--- src/rtl/ifetch_queue.sv ---
// ifetch_queue: instruction fetch unit with a direct-mapped I-cache and a
// circular fetch queue feeding the dispatcher over a valid/ready handshake.
//
// Ports:
//   clk, rst                 clock, asynchronous active-low reset
//   rdy                      global ready; low freezes every register
//   pred_*/pc_to_pred_o/...  combinational branch-predictor lookup
//   mem_*                    single-word miss requests to MemCtrl
//   dsp_*                    queue head towards the dispatcher
//   flush_i/flush_pc_i       ROB mispredict redirect
//   fq_count_o               queue occupancy
//
// Optional feature: define NEXT_LINE_PREFETCH_EN to fetch fetch_pc+4 into
// the cache while the queue is full and fetch_pc hits.
//
// state  | meaning
// IDLE   | lookup at fetch_pc; enqueue on hit, request on miss
// MISS   | request outstanding; waiting for mem_ok_i to fill the cache
module ifetch_queue #(
  parameter int ADDR_W = 32,
  parameter int INS_W = 32,
  parameter int IC_ENTRIES = 16,
  parameter int FQ_DEPTH = 4,
  parameter logic [ADDR_W-1:0] RESET_PC = '0
) (
  input  logic                          clk,
  input  logic                          rst,
  input  logic                          rdy,
  input  logic                          pred_jump_i,
  input  logic [ADDR_W-1:0]             pred_pc_i,
  output logic [ADDR_W-1:0]             pc_to_pred_o,
  output logic [INS_W-1:0]              code_to_pred_o,
  input  logic                          mem_ok_i,
  input  logic [INS_W-1:0]              mem_ins_i,
  output logic                          mem_en_o,
  output logic [ADDR_W-1:0]             mem_addr_o,
  input  logic                          dsp_ready_i,
  output logic                          dsp_valid_o,
  output logic [ADDR_W-1:0]             dsp_pc_o,
  output logic [INS_W-1:0]              dsp_ins_o,
  output logic                          dsp_pred_jump_o,
  output logic [ADDR_W-1:0]             dsp_pred_pc_o,
  input  logic                          flush_i,
  input  logic [ADDR_W-1:0]             flush_pc_i,
  output logic [$clog2(FQ_DEPTH):0]     fq_count_o
);

  localparam int IDX_W = $clog2(IC_ENTRIES);
  localparam int TAG_W = ADDR_W - IDX_W - 2;
  localparam int PTR_W = $clog2(FQ_DEPTH);
  localparam int CNT_W = PTR_W + 1;

  localparam logic [0:0] S_IDLE = 1'b0;
  localparam logic [0:0] S_MISS = 1'b1;

  logic [0:0]        state;
  logic [ADDR_W-1:0] fetch_pc;
  logic [IDX_W-1:0]  miss_idx;
  logic [TAG_W-1:0]  miss_tag;

  logic [IC_ENTRIES-1:0] ic_valid;
  logic [TAG_W-1:0]      ic_tag  [IC_ENTRIES];
  logic [INS_W-1:0]      ic_data [IC_ENTRIES];

  logic [ADDR_W-1:0] fq_pc   [FQ_DEPTH];
  logic [INS_W-1:0]  fq_ins  [FQ_DEPTH];
  logic              fq_pj   [FQ_DEPTH];
  logic [ADDR_W-1:0] fq_ppc  [FQ_DEPTH];
  logic [PTR_W-1:0]  head, tail;
  logic [CNT_W-1:0]  count;

  logic [IDX_W-1:0] fetch_idx;
  logic             hit, full, empty, push, pop, fill;

  assign fetch_idx = fetch_pc[IDX_W+1:2];
  assign hit = ic_valid[fetch_idx] && (ic_tag[fetch_idx] == fetch_pc[ADDR_W-1:IDX_W+2]);
  assign full = (count == CNT_W'(FQ_DEPTH));
  assign empty = (count == '0);

`ifdef NEXT_LINE_PREFETCH_EN
  logic [ADDR_W-1:0] next_pc;
  logic [IDX_W-1:0]  next_idx;
  logic              next_hit;
  assign next_pc = fetch_pc + ADDR_W'(4);
  assign next_idx = next_pc[IDX_W+1:2];
  assign next_hit = ic_valid[next_idx] && (ic_tag[next_idx] == next_pc[ADDR_W-1:IDX_W+2]);
`endif

  // A flush wins over everything queue-related, including a pop in the
  // same cycle; the cache fill is independent of flush.
  assign push = rdy && !flush_i && (state == S_IDLE) && hit && !full;
  assign pop = rdy && !flush_i && !empty && dsp_ready_i;
  assign fill = rdy && (state == S_MISS) && mem_ok_i;

  assign pc_to_pred_o = fetch_pc;
  assign code_to_pred_o = ic_data[fetch_idx];
  assign dsp_valid_o = !empty;
  assign dsp_pc_o = fq_pc[head];
  assign dsp_ins_o = fq_ins[head];
  assign dsp_pred_jump_o = fq_pj[head];
  assign dsp_pred_pc_o = fq_ppc[head];
  assign fq_count_o = count;

  always_ff @(posedge clk or negedge rst) begin
    if (!rst) begin
      state <= S_IDLE;
      fetch_pc <= RESET_PC;
      miss_idx <= '0;
      miss_tag <= '0;
      mem_en_o <= 1'b0;
      mem_addr_o <= '0;
      ic_valid <= '0;
      for (int i = 0; i < IC_ENTRIES; i++) begin
        ic_tag[i] <= '0;
        ic_data[i] <= '0;
      end
      head <= '0;
      tail <= '0;
      count <= '0;
    end else if (rdy) begin
      // Fill location comes from the captured miss address, so a redirect
      // while the request is outstanding still caches the right word.
      if (fill) begin
        ic_valid[miss_idx] <= 1'b1;
        ic_tag[miss_idx] <= miss_tag;
        ic_data[miss_idx] <= mem_ins_i;
        mem_en_o <= 1'b0;
        state <= S_IDLE;
      end

      if (flush_i) begin
        fetch_pc <= flush_pc_i;
      end else if (push) begin
        fetch_pc <= pred_pc_i;
      end else if (state == S_IDLE && !hit) begin
        mem_en_o <= 1'b1;
        mem_addr_o <= fetch_pc;
        miss_idx <= fetch_idx;
        miss_tag <= fetch_pc[ADDR_W-1:IDX_W+2];
        state <= S_MISS;
      end
`ifdef NEXT_LINE_PREFETCH_EN
      else if (state == S_IDLE && full && !next_hit) begin
        mem_en_o <= 1'b1;
        mem_addr_o <= next_pc;
        miss_idx <= next_idx;
        miss_tag <= next_pc[ADDR_W-1:IDX_W+2];
        state <= S_MISS;
      end
`endif

      if (flush_i) begin
        count <= '0;
        head <= tail;
      end else begin
        if (push) tail <= tail + PTR_W'(1);
        if (pop) head <= head + PTR_W'(1);
        count <= count + CNT_W'(push) - CNT_W'(pop);
      end
    end
  end

  // Queue payload needs no reset: dsp_valid_o qualifies it.
  always_ff @(posedge clk) begin
    if (push) begin
      fq_pc[tail] <= fetch_pc;
      fq_ins[tail] <= ic_data[fetch_idx];
      fq_pj[tail] <= pred_jump_i;
      fq_ppc[tail] <= pred_pc_i;
    end
  end

endmodule

--- config.mk ---
export PLATFORM = sky130hd
export DESIGN_NAME = ifetch_queue
export DESIGN_NICKNAME = d
export VERILOG_FILES = /design/src/rtl/ifetch_queue.sv
export SDC_FILE = /design/constraint.sdc
export NUM_CORES = 2
export LEC_CHECK = 0
export CORE_MARGIN = 5
export CORE_UTILIZATION = 50
export CTS_CLUSTER_DIAMETER = 200
export DETAILED_ROUTE_END_ITERATION = 12
export GPL_TIMING_DRIVEN = 0
export PLACE_DENSITY = 0.66
export RECOVER_POWER = 50
export SLEW_MARGIN = 10
export SYNTH_ARGS = -nofsm -noshare
export SYNTH_HDL_FRONTEND = slang
export SYNTH_SLANG_ARGS = --single-unit
--- constraint.sdc ---
create_clock -name clk -period 15.52 [get_ports clk]
set_input_delay 2.328 -clock clk [delete_from_list [all_inputs] [get_ports clk]]
set_output_delay 2.328 -clock clk [all_outputs]
set_load 0.05 [all_outputs]
Yosys cells after proc, flatten, opt, wreduce, memory -nomap -nowiden
Memory sizes are Yosys's and may differ from the RTL's. Index checks and enable logic that the tools add are counted.

Memories kept: 4. Input bits: 103. Output and inout port bits: 198. Word-level logic and storage cells: 119. RAM bits: 388. Register bits: 1047. Bits in latches: 0. Memory bits (read-only): 0.

Memory list: fq_ins (depth 4, bits a word 32, rd ports 1, clocked after memory_dff 0, wr ports 1, RTL line 66) `logic [INS_W-1:0] fq_ins [FQ_DEPTH];`; fq_pc (depth 4, bits a word 32, rd ports 1, clocked after memory_dff 0, wr ports 1, RTL line 65) `logic [ADDR_W-1:0] fq_pc [FQ_DEPTH];`; fq_ppc (depth 4, bits a word 32, rd ports 1, clocked after memory_dff 0, wr ports 1, RTL line 68) `logic [ADDR_W-1:0] fq_ppc [FQ_DEPTH];`; fq_pj (depth 4, bits a word 1, rd ports 1, clocked after memory_dff 0, wr ports 1, RTL line 67) `logic fq_pj [FQ_DEPTH];`.

Div/mod/pow operators: 0. Reductions and logical operators: 24. Order comparisons: 6. Shift-type cells: 0. $mul: 0. Add/sub/neg operators: 4. Eq/ne operators: 2. Bitwise logic cells: 6. Muxes and demuxes: 31.

Operators by type and width (number): 512-bit bitwise mux (1); 416-bit bitwise mux (1); 32-bit 2-to-1 mux (5); 32-bit binary-select mux with 4-bit select (1); 32-bit demux with 4-bit select (1); 26-bit binary-select mux with 4-bit select (1); 26-bit demux with 4-bit select (1); 26-bit 2-to-1 mux (3); 26-bit == test (1); 16-bit bitwise OR (1); 1-bit logical AND (12); 1-bit 2-to-1 mux (12); 5-bit greater-or-equal comparator, second input constant (2); 4-bit by 5-bit < comparator with 1-bit output, second input constant (2); 4-bit NOT with 5-bit output (2); 2-bit AND reduction (3); 5-bit by 1-bit < comparator with 1-bit output, second input constant (1); 2-bit by 1-bit adder with 2-bit output, second input constant (2); 1-bit binary-select mux with 4-bit select (1); 1-bit demux with 4-bit select (1); 4-bit by 1-bit greater-or-equal comparator with 1-bit output, second input constant (1); 1-bit zero test (4); 2-bit 2-to-1 mux (2); 4-bit AND reduction (1); 8 further kinds (11).

Logic depth before layout (Yosys ltp)
Depth after elaboration: 11. Gate-level depth with buffers: 22. Mapped depth without buffers: 17.

Worst setup path after synthesis
Ideal clock, no wire load.

Path kind: in2reg. Start: in rdy. End: mem fq_ins[0][0], enable pin. Buffers on the path: 1. Setup time: 0.467 ns. Data required time: 15.053 ns. Data arrival time: 5.878 ns. Path slack: 9.175 ns. Cell stages on the path: 7. Path through: clkbuf_1 nand2_1 a311o_1 nor3_1 nand2_1 nor4_1 and2_1.

Longest elaborated chain between the ends: 6.

Ends and longest elaborated chain: from (decl) (RTL line 28) `input logic rdy,`; 1-bit logical AND (4 in a row) (RTL line 91) `assign push = rdy && !flush_i && (state == S_IDLE) && hit && !full;`; 1-bit 2-to-1 mux (RTL line 165) `if (push) begin`; 1-bit 2-to-1 mux (implied by the code) (RTL line 167) `fq_ins[tail] <= ic_data[fetch_idx];`; to (decl) (RTL line 66).

Every way passes these cells.

Final worst setup path
Start: reg fetch_pc[2], in the netlist pc_to_pred_o[2]. End: out code_to_pred_o[27].

Longest elaborated chain between the ends: 4.

Ends and longest elaborated chain: from (decl) (RTL line 57) `logic [ADDR_W-1:0] fetch_pc;`; from (signal assigned) (RTL line 132) `fetch_pc <= flush_pc_i;`; from (signal assigned) (RTL line 134) `fetch_pc <= pred_pc_i;`; 4-bit NOT with 5-bit output (implied by the code) (RTL line 96) `assign code_to_pred_o = ic_data[fetch_idx];`; 32-bit binary-select mux with 4-bit select (RTL line 96); 32-bit 2-to-1 mux (implied by the code) (2 in a row) (RTL line 96); to (decl) (RTL line 32) `output logic [INS_W-1:0] code_to_pred_o,`.

Every way passes these cells. The select of a mux whose other input is x is not followed.

==> impl_results.md <==
* Synth unique cells at 51
* RSZ-0062 raised after global routing: false
* Cells after synthesis at 3381
* Die Y-Extent at 356 um
* Max-slew violations at 70
* Critical path depth in cells at 8
* Initial antenna violation count at 10
* Via/cell ratio at 6.01
* Primary FF master, synth: dfrtp_1
* Antenna viol nets, final at 0
* Crit path cell chain: buf_4 -> buf_2 -> buf_2 -> clkbuf_1 -> buf_1 -> mux4_2 -> mux4_2 -> clkdlybuf4s50_1
* Total CTS buffers at 150
* Leakage at 29.9 nW
* Synthesis Warnings at 0
* CP Launch Point: pc_to_pred_o[2]
* Post-Synth Simple-Gate Area at 1.25%
* Syn_nets at 3491
* Capturing point of the worst reg2reg path: fq_count_o[2]
* Skew-Pair Late Insertion Delay at 760 ps
* CORE AREA at 0.118 mm^2
* Fin. Hold Viols at 0
* Via Count at 33500
* Max clock buf depth at 3
* Largest net degree at the start of global routing at 154
* Worst R2R Start: pc_to_pred_o[5]
* Outcome: finished with violations
* Synth Cell Area at 0.0598 mm^2
* Layout Skew at 29.9 ps
* CTS resizes at 0
* WP data arrival at 6250 ps
* Post-synth ARST share at 72.4%
* 1st-iter DRT viols at 2722
* Vias in the first global route at 34900
* Type of origin of the critical path: register
* Hold_ws at 466 ps
* Post-CTS Setup Bufs at 0
* Placed Area at 0.0653 mm^2
* CP max stage cell: buf_1
* IO Pins at 301
* CP Capture Type: primary output
* H-tree levels at 4
* Layout Nets at 3960
* RePlAce Congestion at 0.819
* HP Class: register to register
* Crit-path leading delay family: buffers and inverters
* Rows at 126
* EDFF count, synth at 388
* Fraction of layout cells with a size suffix above 1 at 40.3%
* Reg2reg path depth at 19
* TritonCTS sink count at 1405
* Commonest non-fill, non-tap cell in the layout: dfrtp_1
* Post-synthesis mux area share at 32.9%
* CP Buf/Inv Count at 6
* Final clock period utilization by the worst path at 55.3%
* Sequential-to-total area share from yosys stat at 62.0%
* Fill cells at 8994
* Reg area at 0.0371 mm^2
* Post-Synth XOR/XNOR Area at 0.527%
* Hpwl dp at 112000 um
* Minimum clock period at 8580 ps
* Worst setup path end: code_to_pred_o[27]
* Failing checks: capacitance limit, slew limit
* Clk slew on worst S/H paths at 60 ps
* Routed Wire Length at 167000 um
* Compound-Gate Fraction of Synth Area at 1.17%
* Hold Buf Count CTS at 0
* Main combinational cell family by area after synthesis: multiplexers
* Synthesized area per cell at 17.7 um^2
* Tot GR Track Use at 26.6%
* Cell area after layout at 0.0702 mm^2
* Crit path largest cell delay at 930 ps
* Setup TNS at 0 ps
* Area growth syn-to-layout at 17.4%
* Multi-input combinational cell area at 0.0215 mm^2
* Commonest non-fill, non-tap cells in the layout: 1017 x dfrtp_1, 939 x mux2_2, 388 x edfxtp_1
* Root Buffer: clkbuf_16
* Seq cells post-synth at 1405
* Rel. slew slack at -196%
* DR WL/cell at 29.9 um
* Final setup viols at 0
* Critical path class: register to primary output
* Die outline width at 356 um
* Worst reg-to-reg setup slack at 8930 ps
* Power density cells at 184 mW/mm^2
* Max VDD drop at 0.122 mV
* Remaining DRCs at 0
* Max-Cap Viols at 1
* Die area at 0.127 mm^2
* Total congestion overflow at 0
* Detailed Routing Iterations Pass 1 at 6
* # port buffers at 300
* Maximum fanout along the worst path at 10
* Critical Path RT at 13190 ps
* CTS tree: yes
* Least-Margin Pin Slew at 4450 ps
* Initial Utilization at 50.5%
* Synth Area in Adders at 0.159%
* FMAX at 117 MHz
* First-pass GRT wire length at 245000 um
power breakdown:
group	internal, mW	total (mW)	switching [mW]
Sequential	4.91	5.53	0.613
Combinational	1.86	3.80	1.94
Clock	2.09	3.58	1.48
cell type report:
class                   instances  area share (%)
clock buffers                 222            6.34
diodes                          5          0.0178
flip-flops and latches       1405            52.8
well taps                    1600            2.85
inverters                      13          0.0695
repair buffers                317            4.87
plain buffers                 267            1.65
multi-input cells            1696            30.7
clock inverters                53           0.692
stage by stage:
stage	instances	setup WS (ps)	power, mW	util (%)
after CTS	5573	6780	13.0	59.3
after floorplan	3381	9180	8.10	-
final	5578	6940	12.9	59.3
after global placement	5281	-35370	9.38	54.7
after global routing	5573	6690	13.5	59.3
after detailed placement	5298	7610	9.41	55.1
layer usage:
layer / share of wire, % / routed length [um] / vias up / GRT usage [%]
met4: 2.5 / 4230 / 8 / 6.81
li1: - / - / 14000 / -
met2: 48 / 80300 / 978 / 42.8
met1: 43 / 71400 / 18300 / 37.2
met3: 6.6 / 11000 / 260 / 6.06
met5: 0.029 / 49 / - / 0
state kept, by name, summed over array words and instances, names as in the netlist:
register,flops
ic_valid,16
ic_tag,416
fq_ppc,128
head,2
mem_addr_o,32
ic_data,512
fq_pj,4
tail,2
pc_to_pred_o,32
state,1
fq_pc,128
mem_en_o,1
fq_count_o,3
fq_ins,128
worst min path at each step:
stage	start	endpoint	slack, ps	cells after the start
2_1_floorplan	ic_valid[14]	ic_valid[14]	430	1
3_3_place_gp	ic_valid[2]	ic_valid[2]	440	1
3_5_place_dp	ic_valid[15]	ic_valid[15]	450	1
4_1_cts	ic_valid[2]	ic_valid[2]	460	1
5_1_grt	ic_valid[10]	ic_valid[10]	470	1
6_report	ic_valid[15]	ic_valid[15]	470	1
synth_stat cells, types with 2 or more instances:
master / instances / area share [%]
dfrtp_1: 1017 / 43
mux2_2: 939 / 18
edfxtp_1: 388 / 19
mux4_2: 349 / 13
clkbuf_1: 148 / 0.93
mux2i_1: 83 / 1.4
buf_1: 79 / 0.50
o22ai_1: 37 / 0.39
nand2_1: 36 / 0.23
mux2_1: 35 / 0.66
a21oi_1: 30 / 0.25
xnor2_1: 22 / 0.32
nor2_1: 20 / 0.13
buf_2: 17 / 0.14
nand2b_1: 17 / 0.18
buf_4: 15 / 0.19
nor3_1: 14 / 0.12
xor2_1: 14 / 0.21
nor2b_1: 13 / 0.14
inv_1: 12 / 0.075
a221oi_1: 10 / 0.15
a22oi_1: 9 / 0.11
and2_1: 9 / 0.094
or2_2: 8 / 0.084
buf_6: 7 / 0.13
ha_1: 6 / 0.13
nand3_1: 6 / 0.050
a22o_1: 4 / 0.059
nand4_1: 4 / 0.042
a31oi_1: 3 / 0.031
nor3b_1: 3 / 0.038
o211ai_1: 3 / 0.038
o21ai_0: 3 / 0.025
and3_1: 2 / 0.021
nor4_1: 2 / 0.021
or3_1: 2 / 0.021
cells by family (layout without fill, tap and decap cells):
| group | Yosys count | in the layout |
|---|---|---|
| and+or+nand+nor | 141 | 141 |
| adders and majority gates | 7 | 7 |
| DFF | 1405 | 1405 |
| muxes | 1406 | 1406 |
| buffers and inverters | 280 | 872 |
| AOI/OAI and AO/OA | 106 | 106 |
| xor gates and xnor gates | 36 | 36 |
| other | 0 | 5 |
No activity file was read; power rests on OpenSTA's default activity.
